===== src/rtl/diffusion_lap_scheduler.sv =====
// diffusion_lap_scheduler
//
// Steps the diffusion engine array through MAX_STEPS consecutive laps. In each
// lap every engine enabled by the captured mask gets a one-cycle start pulse.
// The scheduler then waits until every enabled engine has reported finished,
// and then advances the completed-lap counter. A run is requested by the PS
// through start_i. rst_i aborts or clears a run at any time.
//
// Ports:
//   clk_i           clock, all state updates on the rising edge
//   rst_i           synchronous active-high reset, overrides everything
//   start_i         run request, only honoured while idle or done
//   eng_mask_i      engines taking part, captured when a start is accepted
//   eng_finished_i  per-engine finished indication (pulse or level)
//   eng_start_o     registered one-cycle start pulse per enabled engine
//   l_step_o        number of completed laps in the current/last run
//   busy_o          high while a run is in progress
//   done_o          high once all laps of the run have completed

module diffusion_lap_scheduler #(
  parameter int DATA_WIDTH  = 32,
  parameter int NUM_ENGINES = 8,
  parameter int MAX_STEPS   = 7
) (
  input  logic                   clk_i,
  input  logic                   rst_i,
  input  logic                   start_i,
  input  logic [NUM_ENGINES-1:0] eng_mask_i,
  input  logic [NUM_ENGINES-1:0] eng_finished_i,
  output logic [NUM_ENGINES-1:0] eng_start_o,
  output logic [DATA_WIDTH-1:0]  l_step_o,
  output logic                   busy_o,
  output logic                   done_o
);

  typedef enum logic [2:0] {
    S_IDLE,
    S_LAUNCH,
    S_WAIT,
    S_ADVANCE,
    S_DONE
  } state_e;

  localparam logic [DATA_WIDTH-1:0] LastStep = DATA_WIDTH'(MAX_STEPS);
  localparam bit NoLaps = (MAX_STEPS == 0);

  state_e                 state_q, state_d;
  logic [NUM_ENGINES-1:0] mask_q, mask_d;
  logic [NUM_ENGINES-1:0] fin_seen_q, fin_seen_d;
  logic [NUM_ENGINES-1:0] eng_start_q, eng_start_d;
  logic [DATA_WIDTH-1:0]  l_step_q, l_step_d;
  logic                   lap_complete;

  // A lap is complete once every enabled engine has either been seen finished
  // earlier in this lap or is finishing right now. Disabled engines count as
  // finished, so their inputs never matter.
  assign lap_complete = &(fin_seen_q | (eng_finished_i & mask_q) | ~mask_q);

  // Next-state logic. The start pulse is produced one cycle early, so the
  // registered eng_start_q is high exactly during the LAUNCH cycle.
  always_comb begin
    state_d     = state_q;
    mask_d      = mask_q;
    fin_seen_d  = fin_seen_q;
    l_step_d    = l_step_q;
    eng_start_d = '0;
    case (state_q)
      S_IDLE, S_DONE: begin
        if (start_i && (eng_mask_i != '0)) begin
          mask_d     = eng_mask_i;
          l_step_d   = '0;
          fin_seen_d = '0;
          if (NoLaps) begin
            state_d = S_DONE;
          end else begin
            state_d     = S_LAUNCH;
            eng_start_d = eng_mask_i;
          end
        end
      end
      S_LAUNCH: begin
        // Finished inputs in this cycle may still be left over from the
        // previous lap, so they are deliberately not sampled here.
        fin_seen_d = '0;
        state_d    = S_WAIT;
      end
      S_WAIT: begin
        fin_seen_d = fin_seen_q | (eng_finished_i & mask_q);
        if (lap_complete) begin
          state_d  = S_ADVANCE;
          l_step_d = l_step_q + DATA_WIDTH'(1);
        end
      end
      S_ADVANCE: begin
        if (l_step_q == LastStep) begin
          state_d = S_DONE;
        end else begin
          state_d     = S_LAUNCH;
          eng_start_d = mask_q;
        end
      end
      default: begin
        state_d = S_IDLE;
      end
    endcase
  end

  // State and datapath registers. A reset clears the start pulse too, so a
  // mid-lap abort never re-launches the engines.
  always_ff @(posedge clk_i) begin
    if (rst_i) begin
      state_q     <= S_IDLE;
      mask_q      <= '0;
      fin_seen_q  <= '0;
      eng_start_q <= '0;
      l_step_q    <= '0;
    end else begin
      state_q     <= state_d;
      mask_q      <= mask_d;
      fin_seen_q  <= fin_seen_d;
      eng_start_q <= eng_start_d;
      l_step_q    <= l_step_d;
    end
  end

  assign eng_start_o = eng_start_q;
  assign l_step_o    = l_step_q;
  assign busy_o      = (state_q == S_LAUNCH) || (state_q == S_WAIT) || (state_q == S_ADVANCE);
  assign done_o      = (state_q == S_DONE);

endmodule


===== config.mk =====
export PLATFORM = sky130hd
export DESIGN_NAME = diffusion_lap_scheduler
export DESIGN_NICKNAME = d
export VERILOG_FILES = /design/src/rtl/diffusion_lap_scheduler.sv
export SDC_FILE = /design/constraint.sdc
export NUM_CORES = 1
export LEC_CHECK = 0
export ABC_AREA = 1
export CAP_MARGIN = 30
export CORE_AREA = 5 5 106 108
export CTS_CLUSTER_SIZE = 20
export DETAILED_ROUTE_END_ITERATION = 6
export DIE_AREA = 0 0 111 113
export SLEW_MARGIN = 20
export SYNTH_ARGS = -nofsm -noshare
export SYNTH_HDL_FRONTEND = slang
export SYNTH_SLANG_ARGS = --single-unit

===== constraint.sdc =====
create_clock -name clk_i -period 2.15 [get_ports clk_i]
set_clock_uncertainty 0.15 [all_clocks]
set_input_delay 0.215 -clock clk_i [delete_from_list [all_inputs] [get_ports clk_i]]
set_output_delay 0.215 -clock clk_i [all_outputs]
set_load 0.01 [all_outputs]

==> impl_metrics.yaml, run 1 <==
grt:
  grt_pass1_vias: 3632
  grt_pass1_wl_um: 17400
  grt_max_degree: 51
  antenna_found_initial: 0
  grtUsageTotal_pct: 16.7
  grt_overflow_total: 0
outcome:
  outcome: "finished, final reports clean"
floorplan:
  ios: 61
  die_x_um: 111
  dieArea_mm2: 0.0125
  die_y_um: 113
  core_mm2: 0.0101
  initial_utilization_pct: 34.0
  rows: 37
sta:
  rsz0062_at_grt: "false"
  max_freq_mhz: 499
  layout_min_cycle_time_ns: 2.00
  slew_headroom_pct: 69.9
  setup_tns_ns: 0
  slew_viol_final: 0
  setup_viol: 0
  hold_slack_ns: 0.328
  finalCritPeriodShare_pct: 93.1
  tightest_slew_ns: 0.452
  hold_viol_final: 0
worst_setup_path:
  crit_fanout: 4
  path_cells: "nor2_2, inv_1, nor2_1, clkdlybuf4s50_1"
  end_kind: "output port"
  arrival_ns: 1.64
  startpoint_type: "flip-flop"
  criticalPathCategory: "flip-flop to output port"
  cpLargestDelayFamily: "buffers and inverters"
  required_ns: 1.78
  critPathMaxStageDelay_ns: 0.55
  slowest_stage: "clkdlybuf4s50_1"
  path_buf_inv: 2
routing:
  drcViolationCount: 0
  wl_per_cell_um: 13.4
  first_pass_iters: 5
  antenna_left: 0
  drt_iter0_drc: 193
  via_per_inst: 4.86
  vias: 3784
  wl_um: 10400
yosys:
  yosysTopAreaCellShare_pct: 34.3
  syn_area_mm2: 0.00344
  synth_fp_nets: 593
  synth-async-reset-ratio_pct: 0
  seq_area_frac_synth_pct: 34.3
  synth.avg_cell_area_um2: 6.01
  ys_warn_count: 0
  synthTopCellsByArea: "dfxtp_1 (34%), nand2_1 (21%), nor2_1 (11%)"
  synth_seq_cells: 59
  synth_top_cell_by_area: "dfxtp_1"
  synth_cells: 573
  yosysMostFrequentCell: "nand2_1"
  synthDistinctLibCells: 27
  synth_edf_count: 0
  ys_dominant_reg_cell: "dfxtp_1"
  synthTopCellsByCount: "nand2_1 (193), nor2_1 (97), a21oi_1 (63), dfxtp_1 (59), nand3_1 (53)"
placed_design:
  portBuffers: 60
  hpwl_um: 7940
  gp_congestion: 0.884
  dpl_cell_area_mm2: 0.00423
clock_tree:
  cts_made_buffers: 9
  cts.sink_count: 59
  cts-root-buf: "clkbuf_8"
  h-tree-depth: 3
  clk_pin_slew_ns: 0.07
  cts_hold_buf: 0
  cts_tree: "built"
  clkLatencyLatePin_ns: 0.35
  cts_resized: 0
  cts_setup_buffers: 0
  clock_path_buffers: 2
layout:
  n_fill_cell: 1083
  antennaDiodeCount: 0
  stdcell_area_mm2: 0.00445
  seq_area_mm2: 0.00118
  fin_nets: 658
  utilization_pct: 43.9
  multi_input_area_mm2: 0.00203
  areaGrowthSynthToFinish_pct: 29.4
  layout-drive-gt1-share_pct: 9.02
power:
  vdd_drop_max_mv: 0.467
  p_per_area_mw_per_mm2: 764
  clock_power_share_pct: 34.0
  power.switching_mw: 1.19
  p_total_mw: 3.40
  p_int_mw: 2.22
  p_comb_share_pct: 28.6
  leakagePower_nw: 1.71
  sw_frac_of_total_pct: 34.9
  seqPwrFrac_pct: 37.4
flow_run:
  maxCapViolations: 0
min_path:
  hold_path.class: "flip-flop to flip-flop"
[cells by family after synthesis]
| family | Yosys count | synth area share, % |
|---|---|---|
| compound gates | 71 | 10.4 |
| buf+inv | 56 | 6.69 |
| simple gates | 386 | 48.3 |
| fa+ha+maj | 1 | 0.363 |
| flops | 59 | 34.3 |
[worst reg2reg max path, stage by stage (launching register included)]
cell,delay [ns]
dfxtp_1,0.34
ha_1,0.24
nand2_1,0.10
inv_1,0.21
nand3_1,0.10
nor2_1,0.29
nand2_1,0.10
nand2_1,0.06
nand3_1,0.07
a21oi_1,0.14
[power groups by stage]
| stage | clock network, mW | registers, mW | logic, mW |
|---|---|---|---|
| 2_1_floorplan | 0 | 1.30 | 0.608 |
| 3_3_place_gp | 0 | 1.29 | 0.960 |
| 3_5_place_dp | 0 | 1.30 | 0.973 |
| 4_1_cts | 1.18 | 1.27 | 0.976 |
| 5_1_grt | 1.23 | 1.29 | 1.10 |
| 6_report | 1.16 | 1.27 | 0.973 |
[area by class of cell]
class                           instances  area share (%)
Multi-Input combinational cell        458            45.7
Sequential cell                        59            26.5
Timing Repair Buffer                   71            15.6
Tap cell                              136            3.82
Inverter                               39            3.29
Clock buffer                            9            2.78
Clock inverter                          7            2.30
[placed cells by master (no fill, tap or decap), types with 2 or more instances in the layout]
| master | count |
|---|---|
| nand3_2 | 2 |
| o21ai_0 | 5 |
| nor3_1 | 3 |
| clkbuf_8 | 9 |
| o21ai_1 | 2 |
| nand2_2 | 4 |
| clkinv_4 | 4 |
| bufinv_16 | 2 |
| nand2_1 | 193 |
| nand3_1 | 53 |
| or2_2 | 6 |
| buf_4 | 10 |
| a21oi_1 | 63 |
| nor2_1 | 96 |
| nand4_1 | 7 |
| clkdlybuf4s50_1 | 60 |
| nor2_2 | 9 |
| dfxtp_1 | 59 |
| inv_2 | 7 |
| nand3b_1 | 8 |
| inv_1 | 32 |
[metrics by stage]
| step | worst slack [ns] | instances |
|---|---|---|
| floorplan | 0.522 | 573 |
| global placement | 0.145 | 763 |
| detailed placement | 0.0940 | 763 |
| CTS | 0.0631 | 779 |
| global route | 0.0627 | 779 |
| finish | 0.147 | 779 |
[per-layer routing]
metal	share of wire, %	global-route usage, %	wire, um	vias to the layer above
met2	46	27.8	4810	102
met4	2.1	5.25	218	0
li1	-	-	-	1978
met1	46	21.2	4770	1685
met3	6.2	4.65	643	19
met5	0	0	0	-
[registers in the layout, indices dropped and copies added, names as in the netlist]
register and count:
mask_q 8, fin_seen_q 8, l_step_o 32, state_q 3, eng_start_o 8
[path summary, 6_finish.rpt]
kind	start	end	slack, ns	depth (start not counted)
setup / recovery	state_q[1]$_SDFFE_PP0P_	done_o	0.15	4
setup reg to reg	l_step_o[0]$_SDFFE_PP0P_	l_step_o[30]$_SDFFE_PP0P_	0.29	9
hold reg to reg	fin_seen_q[1]$_SDFFE_PP0P_	fin_seen_q[1]$_SDFFE_PP0P_	0.33	2
hold / removal	fin_seen_q[1]$_SDFFE_PP0P_	fin_seen_q[1]$_SDFFE_PP0P_	0.33	2
(Power assumes the default switching activity.)
==> inputs of run 2 (changes only) <==
CTS_CLUSTER_DIAMETER = 60   (was default)
==> results of run 2 <==
The final DEF is identical to that of run 1; final timing and power are the same.
